==> src/rtl/turing_machine_multi.sv <==
// turing_machine_multi
//   Parametrised multi-symbol Turing machine. A transition table is loaded
//   first, then the tape, over one valid/ready port. After loading, the
//   machine runs one transition per rising edge of step, or free-runs at one
//   transition per RUN_DIV cycles while run_en is high. It stops when the
//   halt state is reached or when the head tries to leave the tape.
//
// Ports
//   clock        system clock
//   reset        synchronous, active low
//   prog_data    table entry {next_state, move(1=right), write_sym}; during
//                tape load, the low SYM_W bits are the symbol
//   prog_valid   prog_data valid
//   prog_ready   a word is accepted this cycle (high only while loading)
//   prog_last    with prog_valid during tape load: last tape symbol
//   step         level; each rising edge requests one transition
//   run_en       level; free-run while high
//   display_out  2*WIN+1 cells around the head; MSB group is the leftmost cell
//   curr_state   current machine state
//   step_count   transitions executed, saturating
//   halted       halt state reached
//   fault        head tried to leave the tape
//   phase        controller phase (0 load table .. 5 stop)
module turing_machine_multi #(
    parameter  int NUM_STATES = 8,
    parameter  int SYM_W      = 2,
    parameter  int TAPE_LEN   = 64,
    parameter  int WIN        = 5,
    parameter  int RUN_DIV    = 4,
    // Left overridable so narrow counters can be built; 16 is the normal width.
    parameter  int CNT_W      = 16,
    localparam int ST_W       = $clog2(NUM_STATES),
    localparam int ENTRY_W    = ST_W + 1 + SYM_W
) (
    input  logic                         clock,
    input  logic                         reset,
    input  logic [ENTRY_W-1:0]           prog_data,
    input  logic                         prog_valid,
    output logic                         prog_ready,
    input  logic                         prog_last,
    input  logic                         step,
    input  logic                         run_en,
    output logic [(2*WIN+1)*SYM_W-1:0]   display_out,
    output logic [ST_W-1:0]              curr_state,
    output logic [CNT_W-1:0]             step_count,
    output logic                         halted,
    output logic                         fault,
    output logic [2:0]                   phase
);

    localparam int HEAD_W = $clog2(TAPE_LEN);
    localparam int ADDR_W = ST_W + SYM_W;
    localparam int DEPTH  = NUM_STATES << SYM_W;
    localparam int DIV_W  = $clog2(RUN_DIV + 1);
    localparam int CELLS  = 2 * WIN + 1;

    localparam logic [ST_W-1:0]   HALT_ST   = ST_W'(NUM_STATES - 1);
    localparam logic [HEAD_W-1:0] HEAD_HOME = HEAD_W'(TAPE_LEN / 2);
    localparam logic [HEAD_W-1:0] HEAD_MAX  = HEAD_W'(TAPE_LEN - 1);
    localparam logic [ADDR_W-1:0] ADDR_LAST = ADDR_W'(DEPTH - 1);
    localparam logic [DIV_W-1:0]  DIV_LAST  = DIV_W'(RUN_DIV - 1);

    typedef enum logic [2:0] {
        LOAD_TABLE = 3'd0,
        LOAD_TAPE  = 3'd1,
        READY      = 3'd2,
        FETCH      = 3'd3,
        EXEC       = 3'd4,
        STOP       = 3'd5
    } phase_t;

    typedef struct packed {
        logic [ST_W-1:0]  next_state;
        logic             move;
        logic [SYM_W-1:0] wsym;
    } entry_t;

    entry_t                         tbl [DEPTH];
    logic [TAPE_LEN-1:0][SYM_W-1:0] tape;
    logic [HEAD_W-1:0]              head;
    logic [HEAD_W-1:0]              load_ptr;
    logic [ADDR_W-1:0]              tbl_addr;
    entry_t                         entry;
    logic [DIV_W-1:0]               div_cnt;
    logic                           step_q;
    phase_t                         state_q;
    logic [CELLS-1:0][SYM_W-1:0]    win_next;
    logic [ST_W-1:0]                ns;
    logic                           step_edge;
    logic                           off_tape;

    assign prog_ready = (state_q == LOAD_TABLE) || (state_q == LOAD_TAPE);
    assign phase      = state_q;
    assign step_edge  = step & ~step_q;

    // Out-of-range next states are treated as the halt state.
    assign ns = (int'(entry.next_state) >= NUM_STATES) ? HALT_ST : entry.next_state;
    assign off_tape = entry.move ? (head == HEAD_MAX) : (head == '0);

    // Window around the head; group g shows cell head+WIN-g so the MSB group
    // is the leftmost cell. Cells off either end of the tape show blank.
    always_comb begin
        int c;
        c        = 0;
        win_next = '0;
        for (int g = 0; g < CELLS; g++) begin
            c = int'(head) + WIN - g;
            if (c >= 0 && c < TAPE_LEN) win_next[g] = tape[c[HEAD_W-1:0]];
        end
    end

    // Table storage has no reset: it is always reloaded after reset.
    always_ff @(posedge clock) begin
        if (reset && state_q == LOAD_TABLE && prog_valid)
            tbl[tbl_addr] <= entry_t'(prog_data);
    end

    always_ff @(posedge clock) begin
        if (!reset) begin
            state_q     <= LOAD_TABLE;
            tbl_addr    <= '0;
            load_ptr    <= HEAD_HOME;
            tape        <= '0;
            head        <= HEAD_HOME;
            curr_state  <= '0;
            step_count  <= '0;
            halted      <= 1'b0;
            fault       <= 1'b0;
            display_out <= '0;
            entry       <= '0;
            div_cnt     <= DIV_LAST;
            step_q      <= 1'b0;
        end else begin
            step_q      <= step;
            display_out <= win_next;
            // Free-running spacing counter: restarts at each FETCH and
            // saturates, so a fresh run starts without waiting.
            if (div_cnt != DIV_LAST) div_cnt <= div_cnt + 1'b1;

            case (state_q)
                LOAD_TABLE: begin
                    if (prog_valid) begin
                        tbl_addr <= tbl_addr + 1'b1;
                        if (tbl_addr == ADDR_LAST) state_q <= LOAD_TAPE;
                    end
                end
                LOAD_TAPE: begin
                    if (prog_valid) begin
                        tape[load_ptr] <= prog_data[SYM_W-1:0];
                        load_ptr       <= load_ptr + 1'b1;
                        if (prog_last || load_ptr == HEAD_MAX) state_q <= READY;
                    end
                end
                READY: begin
                    // run_en owns the machine; a coincident step edge is ignored.
                    if (run_en) begin
                        if (div_cnt == DIV_LAST) state_q <= FETCH;
                    end else if (step_edge) begin
                        state_q <= FETCH;
                    end
                end
                FETCH: begin
                    entry   <= tbl[{curr_state, tape[head]}];
                    div_cnt <= DIV_W'(1);
                    state_q <= EXEC;
                end
                EXEC: begin
                    tape[head] <= entry.wsym;
                    curr_state <= ns;
                    if (step_count != '1) step_count <= step_count + 1'b1;
                    if (off_tape) begin
                        fault   <= 1'b1;
                        state_q <= STOP;
                    end else begin
                        head <= entry.move ? head + 1'b1 : head - 1'b1;
                        if (ns == HALT_ST) begin
                            halted  <= 1'b1;
                            state_q <= STOP;
                        end else begin
                            state_q <= READY;
                        end
                    end
                end
                STOP:    ;
                default: state_q <= STOP;
            endcase
        end
    end

endmodule

==> config.mk <==
export PLATFORM = sky130hd
export DESIGN_NAME = turing_machine_multi
export DESIGN_NICKNAME = d
export VERILOG_FILES = /design/src/rtl/turing_machine_multi.sv
export SDC_FILE = /design/constraint.sdc
export NUM_CORES = 1
export LEC_CHECK = 0
export ABC_CLOCK_PERIOD_IN_PS = 13700
export CELL_PAD_IN_SITES_DETAIL_PLACEMENT = 0
export CELL_PAD_IN_SITES_GLOBAL_PLACEMENT = 1
export CORE_ASPECT_RATIO = 1.5
export CORE_UTILIZATION = 30
export CTS_CLUSTER_SIZE = 24
export DETAILED_ROUTE_END_ITERATION = 10
export PLACE_DENSITY = 0.58
export RECOVER_POWER = 50
export SLEW_MARGIN = 20
export SYNTH_ARGS = -nofsm -noshare
export SYNTH_HDL_FRONTEND = slang
export SYNTH_SLANG_ARGS = --single-unit
==> constraint.sdc <==
create_clock -name clock -period 13.7 [get_ports clock]
set_clock_uncertainty 0.15 [all_clocks]
set_input_delay 1.37 -clock clock [delete_from_list [all_inputs] [get_ports clock]]
set_output_delay 1.37 -clock clock [all_outputs]
set_load 0.02 [all_outputs]
## Yosys cells after proc, flatten, opt, wreduce, memory -nomap -nowiden

Memories as Yosys holds them, arrays and structs flattened. A register that Yosys moved wholly into a read port is not among the register bits.
Cells that the tools add are included.

- Register bits: 195
- Memory bits (writable): 192
- Bits of input ports: 12
- Memories: 1

Memories:

| memory | depth | width | read ports | clocked after memory_dff | write ports | RTL line | text |
|---|---|---|---|---|---|---|---|
| tbl | 32 | 6 | 1 | 1 | 1 | 78 | `entry_t tbl [DEPTH];` |

- $add $sub $neg: 17
- $lt $le $gt $ge: 37
- Eq/ne operators: 18
- Mux-type cells: 48
- Bitwise logic cells: 5
- Reductions and logical operators: 42

Operators by type and width:

| kind | number |
|---|---|
| >= comparator 32 x 1 -> 1 bit, second input constant | 10 |
| less-than comparator 32 x 8 -> 1 bit, second input constant | 10 |
| bitwise mux 128 bit | 2 |
| one-hot mux 128 bit (2 select lines) | 1 |
| binary-select mux 2 bit (select 6 bit) | 12 |
| two-way mux 128 bit | 1 |
| subtractor 32 x 4 -> 32 bit, second input constant | 4 |
| less-than comparator 6 x 7 -> 1 bit, second input constant | 13 |
| subtractor 32 x 3 -> 32 bit, second input constant | 2 |
| subtractor 32 x 5 -> 32 bit, second input constant | 2 |
| AND reduction 2 bit | 17 |
| two-way mux 2 bit | 16 |
| subtractor 32 x 2 -> 32 bit, second input constant | 1 |
| two-way mux 3 bit | 9 |
| demux 2 bit (select 6 bit) | 2 |
| one-hot mux 3 bit (6 select lines) | 1 |
| adder 16 x 1 -> 16 bit, second input constant | 1 |
| inequality test 16 bit, second input constant | 1 |
| logical AND 1 bit | 15 |
| adder 6 x 1 -> 6 bit, second input constant | 2 |
| == test 6 bit, second input constant | 2 |
| >= comparator 6 x 1 -> 1 bit, second input constant | 2 |
| == test 3 x 2 -> 1 bit, second input constant | 3 |
| == test 3 bit, second input constant | 3 |
| other kinds (25) | 35 |

## Logic depth before layout (Yosys ltp)

- Depth in word-level cells: 7
- Gate-level depth with buffers: 21

## Worst setup path after synthesis

Ideal clock, no wire load.

- Path kind: reg2reg
- Start point: register head[0]
- End point: register display_out[19]
- Setup time: 86 ps
- Arrival time: 4144 ps
- Data required time: 13464 ps
- Slack: 9321 ps
- Stages on the path, launching flop included: 18
- Buffers on the path: 9
- Clock period less this slack: 4379 ps
- Path through: dfxtp_1 buf_6 buf_8 buf_6 inv_6 buf_4 buf_2 buf_4 ha_1 buf_2 inv_1 clkbuf_1 ha_1 o21ai_1 xnor2_1 buf_2 mux4_2 a211oi_1

- Cells in the longest elaborated chain, start to end: 5
- Elaborated cells on any way between the ends: 8
- Those cells by class: add/sub: 2; order compare: 2; mux: 2; reduce/logical: 2

Ends and longest elaborated chain:

| what | RTL line | text |
|---|---|---|
| start: declaration | 80 | `logic [HEAD_W-1:0] head;` |
| start signal: assignment | 175 | `head <= entry.move ? head + 1'b1 : head - 1'b1;` |
| adder 6 x 3 -> 7 bit (*) | 107 | `c = int'(head) + WIN - g;` |
| subtractor 32 x 5 -> 32 bit (*) | 107 |  |
| >= comparator 32 x 1 -> 1 bit / less-than comparator 32 x 8 -> 1 bit (equally long branches) | 108 | `if (c >= 0 && c < TAPE_LEN) win_next[g] = tape[c[HEAD_W-1:0]];` |
| logical AND 1 bit | 108 |  |
| AND reduction 2 bit (no line) | n/a |  |
| end signal: assignment | 135 | `display_out <= win_next;` |
| end: declaration | 43 | `output logic [(2*WIN+1)*SYM_W-1:0] display_out,` |

Mark *: on every way between the ends. The rest lies on a longest branch, timed or not. The select of a mux whose other input is x is not followed.
A chain may end at the register's enable or synchronous reset.

## Worst setup path in the final report

- Start point: register head[0]
- End point: register display_out[8]

- Cells in the longest elaborated chain, start to end: 5
- Elaborated cells on any way between the ends: 8
- Those cells by class: add/sub: 2; order compare: 2; mux: 2; reduce/logical: 2

Ends and longest elaborated chain:

| what | RTL line |
|---|---|
| adder 6 x 3 -> 7 bit (*) | 107 |
| subtractor 32 x 4 -> 32 bit (*) | 107 |
| >= comparator 32 x 1 -> 1 bit / less-than comparator 32 x 8 -> 1 bit (equally long branches) | 108 |
| logical AND 1 bit | 108 |
| AND reduction 2 bit (no line) | n/a |

Marked as above.

==> impl_metrics.sql <==
INSERT INTO impl_metrics (metric_group, metric, value, unit) VALUES
('run_status', 'status', 'finished, violations left', ''),
('run_status', 'failing_checks', 'max-capacitance violations, max-slew violations', ''),
('synth', 'yosysUniqueCellTypes', '79', ''),
('worst_setup_path', 'cell_with_the_biggest_individual_delay_on_the_critical_path', 'clkinvlp_2', ''),
('global_route', 'antenna_violations_before_repair', '0', ''),
('floorplan', 'die_w', '238', 'um'),
('sta', 'period_minus_slack', '7.89', 'ns'),
('cells_and_area', 'fillCellCount', '8491', ''),
('worst_setup_path', 'worstPathMaxFanout', '163', ''),
('cells_and_area', 'drive_gt1_share', '12.4', '%'),
('detailed_routing', 'drt_pass1_iterations', '6', ''),
('synth', 'share_of_synthesized_registers_carrying_an_async_set_or_reset', '0', '%'),
('worst_setup_path', 'count_of_cells_along_the_worst_register_to_register_path', '9', ''),
('worst_setup_path', 'worstPathRequired', '14.05', 'ns'),
('cts', 'cts_tree', 'built', ''),
('worst_setup_path', 'critical_path_class', 'flop to flop', ''),
('synth', 'synth_sequential_area_ratio', '38.9', '%'),
('synth', 'synth-main-ff-cell', 'dfxtp_1', ''),
('floorplan', 'i_o_pins', '59', ''),
('synth', 'synth_edf_count', '192', ''),
('floorplan', 'die-area', '85000', 'um2'),
('hold_path', 'hold_class', 'flop to flop', ''),
('power', 'pwr_density_cell', '89.2', 'nW/um2'),
('synth', 'synth-seq-cells', '393', ''),
('detailed_routing', 'detail_route.vias_per_cell', '5.97', ''),
('floorplan', 'floorplan.die.height', '357', 'um'),
('synth', 'syn-mean-instance-area', '10.2', 'um2'),
('cts', 'post_cts_hold_buffer_count', '0', ''),
('sta', 'rsz0062_at_grt', 'false', ''),
('synth', 'number_of_synthesis_warnings', '0', ''),
('detailed_routing', 'antenna_left', '0', ''),
('cts', 'worstSkewPairLatency', '0.61', 'ns'),
('sta', 'setup_violations', '0', ''),
('hold_path', 'worst_hold_path.num_cells', '2', ''),
('worst_setup_path', 'crit_path_frequent_cell', 'mux4_2', ''),
('sta', 'final_report_max_slew_violation_count', '411', ''),
('job', 'timing.max_cap.violations', '10', ''),
('floorplan', 'rows', '129', ''),
('placed_design', 'placed_area', '26400', 'um2'),
('power', 'cellLeakagePower', '10.2', 'nW'),
('synth', 'synth_fp_nets', '2522', ''),
('synth', 'library_cell_with_the_largest_summed_area_after_synthesis', 'edfxtp_1', ''),
('sta', 'worstMarginPinSlew', '3.31', 'ns'),
('worst_setup_path', 'max_stage_delay', '2.38', 'ns'),
('global_route', 'global_route_wire_length_before_repair', '144', 'mm'),
('detailed_routing', 'number_of_remaining_drc_errors', '0', ''),
('sta', 'clock.fmax', '127', 'MHz'),
('global_route', 'global_route.overflow_total', '0', ''),
('cts', 'clk_pin_slew', '0.06', 'ns'),
('cts', 'post_cts_resize_count', '0', ''),
('sta', 'timing.setup.tns', '0', 'ns'),
('hold_path', 'holdPathEnd', 'fault', ''),
('cells_and_area', 'final_net_count', '2451', ''),
('worst_setup_path', 'critical_path.reg2reg.endpoint', 'display_out[8]', ''),
('power', 'worst_ir_drop_vdd', '0.0000996', 'V'),
('sta', 'final-hold-violation-count', '0', ''),
('worst_setup_path', 'crit_path_end_kind', 'flop', ''),
('cts', 'clockRootBuffer', 'clkbuf_16', ''),
('cts', 'cts_max_level', '2', ''),
('placed_design', 'gp_congestion', '0.962', ''),
('synth', 'synthesized_area', '25100', 'um2'),
('detailed_routing', 'avgRoutedWirePerCell', '27.9', 'um'),
('cells_and_area', 'post-route-util', '33.6', '%'),
('cts', 'clk_path_buf_depth', '3', ''),
('cells_and_area', 'syn_to_final_growth', '10.6', '%'),
('synth', 'synth_top_area_share', '22.9', '%'),
('cells_and_area', 'fin_area', '27800', 'um2'),
('placed_design', 'hpwl', '72.2', 'mm'),
('cts', 'cts_made_buffers', '44', ''),
('global_route', 'grt.total_usage', '22.9', '%'),
('worst_setup_path', 'critPathArrivalTime', '8.24', 'ns');
-- layout make-up --
class / instances / area [um2] / share of cell area [%]
inverter: 23 / 91.3 / 0.329
antenna: 1 / 2.50 / 0.00901
timing repair buffer: 98 / 852 / 3.07
sequential: 393 / 9800 / 35.3
multi-input combinational: 1845 / 14300 / 51.4
clock inverter: 18 / 150 / 0.540
clock buffer: 57 / 1230 / 4.44
tap: 1113 / 1390 / 5.01
-- where the power goes --
part,internal (W),switching (W)
combinational,0.0000161,0.0000434
sequential,0.00124,0.00000352
clock,0.000668,0.000510
-- kinds of logic after synthesis --
logic type,share of synthesized area (%)
fa+ha+maj,1.72
flops,38.9
xor+xnor,2.26
simple gates,14.3
mux,20.6
buf+inv,4.63
compound gates,17.6
-- cell usage in the layout, fill, tap and decap left out, drive strengths merged, types with 87 or more instances in the layout --
cell / count
nor2: 210
mux4: 124
mux2i: 192
nand3: 195
nand2: 176
o21ai: 150
dfxtp: 201
a21oi: 87
o22ai: 94
edfxtp: 192
-- synth_stat cells (7+ instances only) --
master	n
nor2_1	210
dfxtp_1	201
nand3_1	195
edfxtp_1	192
mux2i_1	192
nand2_1	176
o21ai_0	139
mux4_2	122
clkbuf_1	117
o22ai_1	94
a21oi_1	84
o211a_1	76
o221ai_1	64
buf_2	54
a211oi_1	44
mux2_2	40
and2_1	36
xnor2_1	36
a22oi_1	35
nand4_1	35
a31oi_1	33
ha_1	33
buf_4	19
and3_1	18
nor3_1	18
inv_1	16
xor2_1	15
nor2b_1	13
o211ai_1	12
buf_1	11
a22o_1	10
buf_6	10
o21ai_1	10
and3b_1	7
nand2b_1	7
nand3b_1	7
nor3b_1	7
or3_1	7
-- worst min-delay path: cells and delay by family (launching register included) --
family / cells / cell delay (ns)
flops: 1 / 0.33
simple gates: 2 / 0.12
-- registers in the layout (all words and copies together) (netlist names) --
name,cells
halted,1
tbl_addr,5
ns,3
step_q,1
entry,3
step_count,16
fault,1
load_ptr,6
phase,3
head,6
div_cnt,3
tape,128
curr_state,3
display_out,22
tbl,192
-- worst max path at each step --
stage                            to  slack, ns  cells past startpoint  startpoint
global placement     display_out[7]       8.67                     10     head[0]
finish               display_out[8]       5.81                      9     head[0]
detailed placement   display_out[8]       8.58                      9     head[0]
CTS                 display_out[20]       8.56                     10     head[0]
floorplan           display_out[19]       9.32                     17     head[0]
global route         display_out[8]       5.00                      9     head[0]
-- per-layer routing --
| metal | vias up | share of wire [%] | GRT usage, % |
|---|---|---|---|
| met5 | - | 0 | 0 |
| met4 | 0 | 7.7 | 16.2 |
| met3 | 251 | 5.2 | 2.93 |
| met2 | 857 | 51 | 40.4 |
| met1 | 10626 | 36 | 25.5 |
| li1 | 9462 | - | - |
-- stage by stage --
step / total power [W] / setup slack, ns / std cells / hold WS (ns)
floorplan: 0.00130 / 9.32 / 2476 / 0.295
CTS: 0.00250 / 8.56 / 3547 / 0.337
global placement: 0.00132 / 8.67 / 3472 / 0.309
detailed placement: 0.00133 / 8.58 / 3472 / 0.324
finish: 0.00248 / 5.81 / 3548 / 0.328
global route: 0.00255 / 5.00 / 3547 / 0.376
(Power assumes the default switching activity.)
